--- config.mk ---
export PLATFORM = sky130hd
export DESIGN_NAME = delta_engine
export DESIGN_NICKNAME = d
export VERILOG_FILES = /design/src/rtl/delta_pkg.sv /design/src/rtl/delta_frame_buf.sv /design/src/rtl/delta_engine.sv
export SDC_FILE = /design/constraint.sdc
export NUM_CORES = 2
export LEC_CHECK = 0
export CAP_MARGIN = 20
export CORE_MARGIN = 3
export CORE_UTILIZATION = 40
export CTS_BUF_LIST = sky130_fd_sc_hd__clkbuf_4 sky130_fd_sc_hd__clkbuf_8
export DETAILED_ROUTE_END_ITERATION = 7
export DONT_BUFFER_PORTS = 1
export PLACE_DENSITY = 0.59
export SLEW_MARGIN = 20
export SYNTH_ARGS = -nofsm -noshare
export SYNTH_HDL_FRONTEND = slang
export SYNTH_HIERARCHICAL = 1
export SYNTH_SLANG_ARGS = --single-unit
--- constraint.sdc ---
create_clock -name clk -period 12.8 [get_ports clk]
set_input_delay 3.2 -clock clk [delete_from_list [all_inputs] [get_ports clk]]
set_output_delay 3.2 -clock clk [all_outputs]
set_load 0.05 [all_outputs]
--- src/rtl/delta_pkg.sv ---
// Shared types and width helpers for the delta-cepstrum engine.
// Widths are derived from IN_W/OUT_W/K so the accumulators never wrap.
package delta_pkg;

  typedef enum logic [1:0] {
    ST_FILL,
    ST_CALC,
    ST_OUT
  } state_e;

  // Number of frames held in the circular buffer.
  function automatic int win_len(input int k);
    return 2 * k + 1;
  endfunction

  function automatic int acc_width(input int in_w, input int k);
    return in_w + 1 + $clog2(k * (k + 1) / 2 + 1);
  endfunction

  function automatic logic signed [63:0] sat_hi(input int out_w);
    return (64'sd1 <<< (out_w - 1)) - 64'sd1;
  endfunction

  function automatic logic signed [63:0] sat_lo(input int out_w);
    return -(64'sd1 <<< (out_w - 1));
  endfunction

endpackage

--- src/rtl/delta_frame_buf.sv ---
// Circular store of the last W cepstral frames: one write port and two
// combinational read ports that fetch c[t+k] and c[t-k] of the same coefficient.
module delta_frame_buf
  import delta_pkg::*;
#(
  parameter int IN_W  = 16,
  parameter int NCOEF = 12,
  parameter int W     = 5
) (
  input  logic                      clk,
  input  logic                      wr_en,
  input  logic [$clog2(W)-1:0]      wr_slot,
  input  logic [$clog2(NCOEF)-1:0]  wr_col,
  input  logic signed [IN_W-1:0]    wr_data,
  input  logic [$clog2(W)-1:0]      rd_slot_a,
  input  logic [$clog2(W)-1:0]      rd_slot_b,
  input  logic [$clog2(NCOEF)-1:0]  rd_col,
  output logic signed [IN_W-1:0]    rd_data_a,
  output logic signed [IN_W-1:0]    rd_data_b
);

  // Contents are never reset; a restart simply refills before any read matters.
  logic signed [IN_W-1:0] mem_q [W][NCOEF];

  always_ff @(posedge clk) begin
    if (wr_en) begin
      mem_q[wr_slot][wr_col] <= wr_data;
    end
  end

  assign rd_data_a = mem_q[rd_slot_a][rd_col];
  assign rd_data_b = mem_q[rd_slot_b][rd_col];

endmodule

--- src/rtl/delta_engine.sv ---
// Delta-cepstrum engine: buffers 2K+1 frames and streams saturated regression
// deltas d[i] = sum k*(c[t+k][i]-c[t-k][i]) for the centre frame. reset is active-low.
module delta_engine
  import delta_pkg::*;
#(
  parameter int IN_W  = 16,
  parameter int OUT_W = 20,
  parameter int NCOEF = 12,
  parameter int K     = 2
) (
  input  logic                      clk,
  input  logic                      reset,
  input  logic                      clear,
  input  logic                      in_valid,
  output logic                      in_ready,
  input  logic signed [IN_W-1:0]    in_data,
  output logic                      out_valid,
  input  logic                      out_ready,
  output logic signed [OUT_W-1:0]   out_data,
  output logic [$clog2(NCOEF)-1:0]  out_idx,
  output logic                      out_last,
  output logic                      out_sat
);

  localparam int W    = win_len(K);
  localparam int SW   = $clog2(W);
  localparam int CW   = $clog2(NCOEF);
  localparam int KW   = $clog2(K + 1);
  localparam int CNTW = $clog2(W + 1);
  localparam int AW   = acc_width(IN_W, K);
  localparam logic signed [63:0] SAT_HI = sat_hi(OUT_W);
  localparam logic signed [63:0] SAT_LO = sat_lo(OUT_W);

  state_e                   state_q, state_d;
  logic [CW-1:0]            col_q, col_d;
  logic [CW-1:0]            idx_q, idx_d;
  logic [SW-1:0]            wr_ptr_q, wr_ptr_d;
  logic [CNTW-1:0]          count_q, count_d;
  logic [KW-1:0]            k_q, k_d;
  logic [SW-1:0]            slot_a_q, slot_a_d;
  logic [SW-1:0]            slot_b_q, slot_b_d;
  logic                     load_q, load_d;
  logic signed [AW-1:0]     r_q, r_d;
  logic signed [AW-1:0]     a_q, a_d;
  logic                     out_valid_q, out_valid_d;
  logic signed [OUT_W-1:0]  out_data_q, out_data_d;
  logic [CW-1:0]            out_idx_q, out_idx_d;
  logic                     out_last_q, out_last_d;
  logic                     out_sat_q, out_sat_d;

  logic                     buf_we;
  logic signed [IN_W-1:0]   rd_data_a;
  logic signed [IN_W-1:0]   rd_data_b;
  logic [IN_W:0]            diff;
  logic signed [AW-1:0]     diff_ext;
  logic signed [AW-1:0]     r_sum;
  logic signed [AW-1:0]     a_sum;
  logic signed [63:0]       a_wide;
  logic signed [OUT_W-1:0]  sat_val;
  logic                     sat_flag;
  logic [SW-1:0]            newest_slot;
  logic [SW-1:0]            wr_ptr_inc;
  logic [SW-1:0]            slot_a_dec;
  logic [SW-1:0]            slot_b_inc;
  logic [CNTW-1:0]          count_inc;

  assign in_ready = reset & (state_q == ST_FILL);
  assign buf_we   = in_valid & in_ready & ~clear;

  delta_frame_buf #(
    .IN_W  (IN_W),
    .NCOEF (NCOEF),
    .W     (W)
  ) u_frame_buf (
    .clk       (clk),
    .wr_en     (buf_we),
    .wr_slot   (wr_ptr_q),
    .wr_col    (col_q),
    .wr_data   (in_data),
    .rd_slot_a (slot_a_q),
    .rd_slot_b (slot_b_q),
    .rd_col    (idx_q),
    .rd_data_a (rd_data_a),
    .rd_data_b (rd_data_b)
  );

  // Modular slot steps by compare-and-wrap; W is not a power of two in general.
  always_comb begin
    newest_slot = (wr_ptr_q == '0) ? SW'(W - 1) : wr_ptr_q - SW'(1);
    wr_ptr_inc  = (wr_ptr_q == SW'(W - 1)) ? '0 : wr_ptr_q + SW'(1);
    slot_a_dec  = (slot_a_q == '0) ? SW'(W - 1) : slot_a_q - SW'(1);
    slot_b_inc  = (slot_b_q == SW'(W - 1)) ? '0 : slot_b_q + SW'(1);
    count_inc   = (count_q == CNTW'(W)) ? count_q : count_q + CNTW'(1);
  end

  // Nested running sums: R collects D_K..D_k, A adds R each step, giving sum k*D_k.
  always_comb begin
    diff     = {rd_data_a[IN_W-1], rd_data_a} - {rd_data_b[IN_W-1], rd_data_b};
    diff_ext = {{(AW - IN_W - 1){diff[IN_W]}}, diff};
    r_sum    = r_q + diff_ext;
    a_sum    = a_q + r_sum;
    a_wide   = {{(64 - AW){a_sum[AW-1]}}, a_sum};
    sat_flag = 1'b0;
    sat_val  = a_wide[OUT_W-1:0];
    if (a_wide > SAT_HI) begin
      sat_val  = SAT_HI[OUT_W-1:0];
      sat_flag = 1'b1;
    end else if (a_wide < SAT_LO) begin
      sat_val  = SAT_LO[OUT_W-1:0];
      sat_flag = 1'b1;
    end
  end

  always_comb begin
    state_d     = state_q;
    col_d       = col_q;
    idx_d       = idx_q;
    wr_ptr_d    = wr_ptr_q;
    count_d     = count_q;
    k_d         = k_q;
    slot_a_d    = slot_a_q;
    slot_b_d    = slot_b_q;
    load_d      = load_q;
    r_d         = r_q;
    a_d         = a_q;
    out_valid_d = out_valid_q;
    out_data_d  = out_data_q;
    out_idx_d   = out_idx_q;
    out_last_d  = out_last_q;
    out_sat_d   = out_sat_q;

    if (clear) begin
      state_d     = ST_FILL;
      col_d       = '0;
      idx_d       = '0;
      wr_ptr_d    = '0;
      count_d     = '0;
      load_d      = 1'b0;
      out_valid_d = 1'b0;
    end else begin
      unique case (state_q)
        ST_FILL: begin
          if (in_valid) begin
            if (col_q == CW'(NCOEF - 1)) begin
              col_d    = '0;
              wr_ptr_d = wr_ptr_inc;
              count_d  = count_inc;
              if (count_inc == CNTW'(W)) begin
                state_d = ST_CALC;
                idx_d   = '0;
                load_d  = 1'b1;
              end
            end else begin
              col_d = col_q + CW'(1);
            end
          end
        end

        ST_CALC: begin
          if (load_q) begin
            // wr_ptr has settled: it now names the oldest frame (t-K).
            load_d   = 1'b0;
            slot_a_d = newest_slot;
            slot_b_d = wr_ptr_q;
            k_d      = KW'(K);
            r_d      = '0;
            a_d      = '0;
          end else begin
            r_d      = r_sum;
            a_d      = a_sum;
            slot_a_d = slot_a_dec;
            slot_b_d = slot_b_inc;
            k_d      = k_q - KW'(1);
            if (k_q == KW'(1)) begin
              state_d     = ST_OUT;
              out_valid_d = 1'b1;
              out_data_d  = sat_val;
              out_sat_d   = sat_flag;
              out_idx_d   = idx_q;
              out_last_d  = (idx_q == CW'(NCOEF - 1));
            end
          end
        end

        ST_OUT: begin
          if (out_ready) begin
            out_valid_d = 1'b0;
            if (out_last_q) begin
              state_d = ST_FILL;
            end else begin
              state_d  = ST_CALC;
              idx_d    = idx_q + CW'(1);
              slot_a_d = newest_slot;
              slot_b_d = wr_ptr_q;
              k_d      = KW'(K);
              r_d      = '0;
              a_d      = '0;
            end
          end
        end

        default: begin
          state_d = ST_FILL;
        end
      endcase
    end
  end

  always_ff @(posedge clk or negedge reset) begin
    if (!reset) begin
      state_q     <= ST_FILL;
      col_q       <= '0;
      idx_q       <= '0;
      wr_ptr_q    <= '0;
      count_q     <= '0;
      k_q         <= '0;
      slot_a_q    <= '0;
      slot_b_q    <= '0;
      load_q      <= 1'b0;
      r_q         <= '0;
      a_q         <= '0;
      out_valid_q <= 1'b0;
      out_data_q  <= '0;
      out_idx_q   <= '0;
      out_last_q  <= 1'b0;
      out_sat_q   <= 1'b0;
    end else begin
      state_q     <= state_d;
      col_q       <= col_d;
      idx_q       <= idx_d;
      wr_ptr_q    <= wr_ptr_d;
      count_q     <= count_d;
      k_q         <= k_d;
      slot_a_q    <= slot_a_d;
      slot_b_q    <= slot_b_d;
      load_q      <= load_d;
      r_q         <= r_d;
      a_q         <= a_d;
      out_valid_q <= out_valid_d;
      out_data_q  <= out_data_d;
      out_idx_q   <= out_idx_d;
      out_last_q  <= out_last_d;
      out_sat_q   <= out_sat_d;
    end
  end

  assign out_valid = out_valid_q;
  assign out_data  = out_data_q;
  assign out_idx   = out_idx_q;
  assign out_last  = out_last_q;
  assign out_sat   = out_sat_q;

endmodule

==> flow_summary.toml <==
[outcome]
status = "complete, no violations"

[drt]
drt-initial-drc-count = 4056
post_drt_wl_per_cell_um = 33.7
detail_route.vias_per_cell = 6.41
ant_nets = 0
vias = 31300
drcViolationCount = 0
dr.pass1.iters = 5
drt-total-wl_um = 164000

[clocking]
clk_pin_slew_ps = 60
cts_made_buffers = 177
clkLatencyLatePin_ps = 880
cts-root-buf = "clkbuf_8"
cts_buffer_depth = 3
cts_resized = 0
post_cts_buffers = 0
holdBufCountCts = 0
cts_num_sinks = 1048
cts_max_level = 4
cts_tree = "yes"

[global_route]
grt_pass1_vias = 31600
antenna_found_initial = 8
grt-ovfl-total = 0
track_usage_pct = 25.2
grt_pass1_wl_um = 233000
grt_max_degree = 112

[synthesis]
ys_types = 87
ys.flop_type = "edfxtp_1"
synth_top_family_by_area = "multiplexers"
synth-simple-area-share_pct = 4.48
synth_fa_ha_area_share_pct = 2.01
synth_warnings = 6
syn_nets = 3095
synth_cells = 3005
synthMuxAreaShare_pct = 21.6
ys_seq_area_share_pct = 62.1
syn_area_um2 = 50000
async_flop_share_pct = 8.40
synth-xor-area-share_pct = 0.553
synth_largest_area_cell = "edfxtp_1"
synth.ff_latch_count = 1048
synth_edf_count = 960
avgSynthCellArea_um2 = 16.6
synth-compound-area-share_pct = 6.69
synthTopCellsByArea = "edfxtp_1 (58%), mux4_2 (17%), dfrtp_1 (4.4%), mux2i_1 (3.7%), nor2_1 (1.4%)"
synth_top_area_share_pct = 57.7

[sta]
hold_viol = 0
min_period_ps = 8420
clock.fmax_mhz = 119
finalMaxSlewViolations = 0
worstMarginPinSlew_ps = 1310
final-setup-viol-count = 0
setup_tns_ps = 0
period_share_pct = 65.8
skew_ps = 43.2
rsz0062_at_grt = "false"
hold_slack_ps = 485
maxSlewHeadroom_pct = 11.7

[floorplan]
dieArea_um2 = 129000
die_width_um = 359
fp.coreArea_um2 = 124000
ioPinCount = 49
dieHeight_um = 359
fp-row-count = 129
start_util_pct = 40.4

[setup_path]
max_stage_delay_ps = 1120
rr_startpoint = "slot_a_q[1]"
crit_required_ps = 13530
reg2reg_to = "out_data[14]"
r2r_slack_ps = 4380
end_kind = "flop"
cp_slowest_cell = "o311ai_0"
crit_type = "reg2reg"
crit_path_cell_trace = "buf_4, buf_4, mux4_2, o32ai_1, o311ai_0, inv_1, fa_1, inv_1, ha_1, nand4_1, nor3_1, nor2_1, o21ai_0, xor2_1, ha_1, and3_1, a221o_1, a21o_1, o21ai_1, a21bo_2, nor2b_1, xnor2_1, mux2_2"
r2r_cells = 23
critPathLaunchType = "flop"
crit_start = "slot_a_q[1]"
arrival_ps = 9150
cp_max_fo = 55

[place]
dp_hpwl_um = 102000
dp.cells = 4557
placed_area_um2 = 52200
portBuffers = 0
place.gp.congestion = 0.924

[finish]
final_cells = 4877
area_growth_pct = 11.7
final_common_cell = "edfxtp_1"
nets = 3189
drive_gt1_share_pct = 27.8
final_cell_mix = "edfxtp_1 (960), mux4_2 (371), mux2i_1 (187), clkbuf_8 (187), nand2_1 (140)"
finish.instance_area_um2 = 55800

[min_path]
hp-start = "a_q[18]"
hold_path_class = "reg2reg"
holdPathStages = 1
worstHoldEndpoint = "a_q[18]"

[pwr]
vdd_drop_max_uv = 105
p_per_area_nw_per_um2 = 167
p_leak_nw = 18.7

[job]
cap_violations = 0
==> worst max-delay path: cells and delay by family (launching register included) <==
kind	cells	cell delay [ps]
buffers and inverters	4	1500
adder cells (fa/ha/maj)	3	1270
AND/OR/NAND/NOR	5	910
AO/OA/AOI/OAI	7	2450
flip-flops	1	1100
XOR/XNOR	2	340
multiplexers	2	630
==> kinds of logic after synthesis <==
group | after synthesis
AO/OA/AOI/OAI | 468
XOR/XNOR | 30
adder cells (fa/ha/maj) | 69
buffers and inverters | 297
flip-flops | 1048
multiplexers | 606
other | 1
AND/OR/NAND/NOR | 486
==> area by class of cell <==
type | instances | area (µm²)
well taps | 1637 | 2050
fillers | 10600 | 68000
multi-input cells | 1660 | 17900
diodes | 3 | 7.51
clock inverters | 61 | 490
clock buffers | 256 | 3090
flip-flops and latches | 1048 | 31100
inverters | 96 | 363
repair buffers | 116 | 921
==> metal layers <==
layer	global-route usage, %	vias up	wire length [µm]
li1	-	12500	-
met3	7.11	455	19100
met2	38.6	1934	74500
met1	32.9	16400	61400
met5	0.296	-	69
met4	12.7	6	9080
==> report_power, final <==
part	switching [mW]	internal (mW)
sequential	0.104	3.78
combinational	1.36	0.989
clock	1.37	1.69
==> flip-flops by register name, summed over array words and instances, names as in the netlist <==
register	cells
u_frame_buf/mem_q	960
a_q	19
out_data	19
r_q	19
col_q	4
idx_q	4
out_idx	4
count_q	3
slot_a_q	3
slot_b_q	3
wr_ptr_q	3
k_q	2
state_q	2
load_q	1
out_last	1
out_valid	1
==> cells in the mapped netlist (23+ instances only) <==
cell / instances
a21oi_1: 57
nor3_1: 23
mux2_2: 45
buf_1: 24
mux4_2: 371
buf_2: 70
dfrtp_1: 88
nand3_1: 32
nor2_1: 181
o21ai_0: 92
a211oi_1: 29
a221oi_1: 42
clkbuf_1: 88
o221ai_1: 24
ha_1: 50
inv_1: 95
edfxtp_1: 960
a22o_1: 35
mux2i_1: 187
nand2_1: 142
==> worst max path at each step <==
| stage | to | slack [ps] | cells past startpoint |
|---|---|---|---|
| after floorplan | in_ready | 5250 | 1 |
| after global placement | out_data[14] | 4330 | 24 |
| after detailed placement | out_data[14] | 4680 | 23 |
| after CTS | out_data[14] | 4650 | 23 |
| after global routing | out_data[14] | 4180 | 23 |
| final | out_data[14] | 4380 | 23 |
==> metrics by stage <==
step	util (%)	total power [mW]	setup WS, ps
after detailed placement	42.2	6.28	4680
after CTS	45.1	9.35	4650
after global routing	45.1	9.71	4180
after floorplan	-	5.66	5250
final	45.1	9.30	4380
after global placement	42.2	6.25	4330
Power figures use the tool's default switching activity.
